==> config.mk <==
export PLATFORM = sky130hd
export DESIGN_NAME = fetch_ctrl
export DESIGN_NICKNAME = d
export VERILOG_FILES = /design/src/rtl/swt16_pkg.sv /design/src/rtl/fetch_ctrl_flush_timer.sv /design/src/rtl/fetch_ctrl.sv
export SDC_FILE = /design/constraint.sdc
export NUM_CORES = 1
export LEC_CHECK = 0
export ABC_AREA = 1
export BUFFER_PORTS_ARGS = -buffer_cell sky130_fd_sc_hd__clkbuf_2
export CORE_MARGIN = 3
export CORE_UTILIZATION = 40
export DETAILED_ROUTE_END_ITERATION = 16
export GPL_TIMING_DRIVEN = 0
export PLACE_DENSITY = 0.83
export SLEW_MARGIN = 20
export SYNTH_ARGS = -nofsm -noshare
export SYNTH_HDL_FRONTEND = slang
export SYNTH_SLANG_ARGS = --single-unit
==> constraint.sdc <==
create_clock -name clock -period 2.51 [get_ports clock]
set_input_delay 0 -clock clock [delete_from_list [all_inputs] [get_ports clock]]
set_output_delay 0 -clock clock [all_outputs]
set_load 0.02 [all_outputs]
==> src/rtl/swt16_pkg.sv <==
// Shared definitions for the swt16 core: default PC geometry, boot/trap vectors
// and the fetch sequencer state encoding.
`timescale 1ns/1ps
package swt16_pkg;

  localparam int          DEFAULT_PC_WIDTH     = 12;
  localparam logic [11:0] DEFAULT_RESET_PC     = 12'h000;
  localparam logic [11:0] DEFAULT_TRAP_PC      = 12'h0F0;
  localparam int          DEFAULT_FLUSH_CYCLES = 2;

  typedef enum logic [1:0] {
    FC_BOOT  = 2'd0,
    FC_RUN   = 2'd1,
    FC_FLUSH = 2'd2,
    FC_HALT  = 2'd3
  } fetch_state_e;

  // Width of a down-counter able to hold the value 'cycles'.
  function automatic int timerWidth(input int cycles);
    return $clog2(cycles + 1);
  endfunction

endpackage

==> src/rtl/fetch_ctrl_flush_timer.sv <==
// flush_timer: loads FLUSH_CYCLES-1 on a redirect, counts down while ticked and
// flags the final flush cycle. Saturates at zero.
`timescale 1ns/1ps
module flush_timer
  import swt16_pkg::*;
#(
  parameter int FLUSH_CYCLES = DEFAULT_FLUSH_CYCLES,
  localparam int CW = timerWidth(FLUSH_CYCLES)
) (
  input  logic clock,
  input  logic reset,
  input  logic i_load,
  input  logic i_tick,
  output logic o_done
);

  logic [CW-1:0] r_count;

  always_ff @(posedge clock or negedge reset) begin
    if (!reset) begin
      r_count <= '0;
    end else if (i_load) begin
      r_count <= CW'(FLUSH_CYCLES - 1);
    end else if (i_tick && (r_count != '0)) begin
      r_count <= r_count - CW'(1);
    end
  end

  // A count of 0 is also treated as done so the sequencer can never stick in FLUSH.
  assign o_done = (r_count <= CW'(1));

endmodule

==> src/rtl/fetch_ctrl.sv <==
// fetch_ctrl: fetch-stage sequencer arbitrating boot, trap/branch redirects, stalls and halt.
// Optional trap support is enabled by defining FETCH_CTRL_TRAP_EN.
`timescale 1ns/1ps
module fetch_ctrl
  import swt16_pkg::*;
#(
  parameter int                    PC_WIDTH     = DEFAULT_PC_WIDTH,
  parameter logic [PC_WIDTH-1:0]   RESET_PC     = PC_WIDTH'(DEFAULT_RESET_PC),
  parameter logic [PC_WIDTH-1:0]   TRAP_PC      = PC_WIDTH'(DEFAULT_TRAP_PC),
  parameter int                    FLUSH_CYCLES = DEFAULT_FLUSH_CYCLES
) (
  input  logic                clock,
  input  logic                reset,
  input  logic [PC_WIDTH-1:0] in_fe_pc,
  input  logic                in_branch_taken,
  input  logic [PC_WIDTH-1:0] in_branch_target,
  input  logic                in_trap_req,
  input  logic                in_stall,
  input  logic                in_halt,
  input  logic                in_resume,
  output logic                out_set_pc,
  output logic [PC_WIDTH-1:0] out_branch_pc,
  output logic                out_flush,
  output logic [PC_WIDTH-1:0] out_epc,
  output logic                out_halted
);

  fetch_state_e        r_state;
  fetch_state_e        w_nextState;
  logic                w_trapReq;
  logic                w_redirect;
  logic [PC_WIDTH-1:0] w_redirectPc;
  logic                w_load;
  logic                w_tick;
  logic                w_done;
  logic                w_captureEpc;

`ifdef FETCH_CTRL_TRAP_EN
  assign w_trapReq = in_trap_req;
`else
  logic w_unusedTrap;
  assign w_trapReq    = 1'b0;
  assign w_unusedTrap = ^{in_trap_req, w_captureEpc};
`endif

  assign w_redirect   = w_trapReq | in_branch_taken;
  assign w_redirectPc = w_trapReq ? TRAP_PC : in_branch_target;

  flush_timer #(
    .FLUSH_CYCLES(FLUSH_CYCLES)
  ) u_flushTimer (
    .clock (clock),
    .reset (reset),
    .i_load(w_load),
    .i_tick(w_tick),
    .o_done(w_done)
  );

  always_ff @(posedge clock or negedge reset) begin
    if (!reset) begin
      r_state <= FC_BOOT;
    end else begin
      r_state <= w_nextState;
    end
  end

  always_comb begin
    w_nextState   = r_state;
    out_set_pc    = 1'b0;
    out_branch_pc = in_fe_pc;
    out_flush     = 1'b0;
    out_halted    = 1'b0;
    w_load        = 1'b0;
    w_tick        = 1'b0;
    w_captureEpc  = 1'b0;

    case (r_state)
      FC_BOOT: begin
        out_set_pc    = 1'b1;
        out_branch_pc = RESET_PC;
        out_flush     = 1'b1;
        w_load        = 1'b1;
        if (FLUSH_CYCLES == 1) w_nextState = FC_RUN;
        else                   w_nextState = FC_FLUSH;
      end

      FC_RUN, FC_FLUSH: begin
        // Trap/branch redirects are honoured in both states; halt and stall only in RUN.
        if (w_redirect) begin
          out_set_pc    = 1'b1;
          out_branch_pc = w_redirectPc;
          out_flush     = 1'b1;
          w_load        = 1'b1;
          w_captureEpc  = w_trapReq;
          if (FLUSH_CYCLES == 1) w_nextState = FC_RUN;
          else                   w_nextState = FC_FLUSH;
        end else if (r_state == FC_FLUSH) begin
          out_flush = 1'b1;
          w_tick    = 1'b1;
          if (w_done) w_nextState = FC_RUN;
        end else if (in_halt) begin
          out_set_pc  = 1'b1;
          out_flush   = 1'b1;
          w_nextState = FC_HALT;
        end else if (in_stall) begin
          out_set_pc = 1'b1;
          out_flush  = 1'b1;
        end
      end

      FC_HALT: begin
        out_set_pc = 1'b1;
        out_flush  = 1'b1;
        out_halted = 1'b1;
        if (in_resume) w_nextState = FC_RUN;
      end

      default: begin
        w_nextState = FC_BOOT;
      end
    endcase

    if (!reset) begin
      out_set_pc    = 1'b0;
      out_branch_pc = '0;
      out_flush     = 1'b1;
      out_halted    = 1'b0;
      w_load        = 1'b0;
      w_tick        = 1'b0;
      w_captureEpc  = 1'b0;
    end
  end

`ifdef FETCH_CTRL_TRAP_EN
  logic [PC_WIDTH-1:0] r_epc;

  always_ff @(posedge clock or negedge reset) begin
    if (!reset) begin
      r_epc <= '0;
    end else if (w_captureEpc) begin
      r_epc <= in_fe_pc;
    end
  end

  assign out_epc = r_epc;
`else
  assign out_epc = '0;
`endif

endmodule

==> results.md <==
* Worst Setup Start Kind: flip-flop
* Pin count of the biggest net entering global routing at 11
* Final wirelength at between 1.5 and 2 mm
* H-tree levels at 1
* Outcome: completed
* Row Count at 14
* Drt first pass iters at 3
* Diode count at 0
* Cell Area, Placed at 984.7 µm²
* Share of layout cells above drive strength 1 at 0.3953
* Mapped Area at 703.2 µm²
* Dpl hpwl at 1.647 mm
* Met1 Usage GRT at 0.1619
* Hold Fails Final Rpt at 0
* CTS resizes at 0
* Area Growth Syn to Fin at 44.66%
* Sum Neg Setup Slack at 0 ps
* CTS tree: built
* CP endpoint kind: output port
* CP required at 2510 ps
* # Post-CTS Setup Buffers at 0
* Fin crit period at 1863 ps
* Via count at 874
* Wire per inst at between 10 and 15 µm
* Final Instance Count excl. Fillers at between 150 and 200
* I/O pin count at 58
* Die Span Y at around 48 µm
* Post-route cell area at around 1000 µm²
* Max Clk Rate at 536.9 MHz
* CTS max path bufs at 2
* Root Driver: clkbuf_4
* IO buf count at 44
* First-pass GRT wire length at roughly 2.6 mm
* WP data arrival at 1860 ps
* Distinct cells, synth at 19
* Via/cell ratio at between 4 and 5
* Worst VDD drop at 511.4 µV
* Residual DRC count at 0
* Placed cell count at 184
* Flops & latches, synth at 4
* RSZ-0062 raised after global routing: false
* Vias in the first global route at between 600 and 700
* Clk Latency, worst-skew pair at 230 ps
* Critical path class: reg2out
* Iteration-0 DRC Markers at 5
* Total Power at 926.3 µW
* Width of the die at 47.93 µm
* DIE AREA at 2297 µm²
* Clk sinks at 4
* Total CTS buffers at 3
* Initial antenna violation count at 0
* GPL Wtd Cong at 0.8032
* Total congestion overflow at 0
* Final clock skew at 4.353 ps
* Post-DRT Antenna Nets at 0
* Final Setup Violations at 0
* Pwr Density at just over 900 nW/µm²
* M3 GR Usage at 0.04887
* Area contributors post-synth: buf_4 15%, dfrtp_1 14%, nand2_1 14%
* Post-Syn Instances at 113
* Area leader, netlist: buf_4
* Leakage at 0.6195 nW
* Total Routing Usage GR at 0.1551
* Starting Density at 0.4460
* Final worst-path cycle share at 0.7420
* Core ar. at 1577 µm²
* Final core occ at 0.6452
* Max cap viols at 0
* GRT busiest layer: met2
* Max-slew violations at 0
* M2 GR Usage at 0.2982
* Number of synthesis warnings at 0
* Avg Inst Size Synth at 6.223 µm²
* Clk slew on worst S/H paths at 40 ps
* Sequential area share after synthesis at 0.1423
* Nets at 212
* Post-synth top area share at 0.1495
* Worst-path fanout max at 10
* Hold WC Path Type: in2async
final cells by class:
class                           instances  area [µm²]
Buffer                                 18       130.1
Clock buffer                            3       22.52
Fill cell                             155       559.3
Inverter                               12       45.04
Multi-Input combinational cell         90       469.2
Sequential cell                         4       100.1
Tap cell                               16       20.02
Timing Repair Buffer                   45       230.2
synthesized netlist by cell type:
cell,instances
a21oi_1,14
buf_2,2
buf_4,14
buf_6,1
clkbuf_1,1
conb_1,1
dfrtp_1,4
ha_1,7
inv_1,11
inv_2,1
nand2_1,26
nand2_2,1
nand2_4,1
nand3_1,5
nand4_1,12
nor2_1,8
nor2_2,1
nor3_1,2
o21ai_0,1
per-layer routing:
layer  part of all wire  wire length [µm]
met3               0.11               208
met1               0.42               810
met2               0.47               905
met5                  0                 0
met4                  0                 0
kinds of logic after synthesis:
family / count (synthesis) / synth area share
compound gates: 15 / 0.1068
fa+ha+maj: 7 / 0.1245
flops: 4 / 0.1424
buf+inv: 30 / 0.2491
other cells: 1 / 0.005333
simple gates: 56 / 0.3719
sequential cells by signal, summed over array words and instances, names as in the netlist:
name / flops
r_state: 2
u_flushTimer.r_count: 2
worst max-delay path: stages (launching register included):
cell      delay, ps
dfrtp_1         410
inv_1            90
ha_1            280
buf_4           150
buf_2           210
nand4_1         120
a21oi_1         180
clkbuf_2        200
layout by cell type, fill, tap and decap left out, drive strengths merged:
master,instances
nor2,9
dlygate4sd3,1
conb,12
a21oi,14
dfrtp,4
ha,7
nand3,5
nand4,12
nand2,28
nor3,2
clkbuf,48
o21ai,1
inv,12
buf,17
per-stage QoR:
step / setup slack (ps) / hold WS [ps]
floorplan: 999.6 / -295.6
global placement: 917.9 / -154.4
detailed placement: 865.3 / -150.8
CTS: 618.7 / 140.7
global route: 518.4 / 168.3
finish: 647.5 / 148.5
path summary, 6_finish.rpt:
| kind | startpoint | end | slack (ps) | depth (start not counted) |
|---|---|---|---|---|
| worst max-delay path | r_state[0]$_DFFE_PN0P_ | out_branch_pc[7] | 650 | 7 |
| worst min-delay path | reset | u_flushTimer.r_count[1]$_DFFE_PN0P_ | 150 | 2 |
| worst max register to register | r_state[0]$_DFFE_PN0P_ | u_flushTimer.r_count[1]$_DFFE_PN0P_ | 1040 | 8 |
| worst min register to register | u_flushTimer.r_count[1]$_DFFE_PN0P_ | u_flushTimer.r_count[1]$_DFFE_PN0P_ | 510 | 2 |
| max in group asynchronous | reset | r_state[1]$_DFFE_PN0P_ | 2190 | 2 |
| min in group clock | in_resume | r_state[1]$_DFFE_PN0P_ | 170 | 5 |
where the power goes:
group          leakage [nW]  switching, mW  internal (mW)
Sequential           0.0463         0.0278         0.0923
Combinational         0.559          0.462          0.268
Clock                0.0138         0.0224         0.0532
what timing repair did:
action	in CTS	in global routing
setup endpoints to repair	0	0
hold buffers	1	0
hold endpoints to repair	4	0
Note: power is estimated with default switching activity, not from simulation.
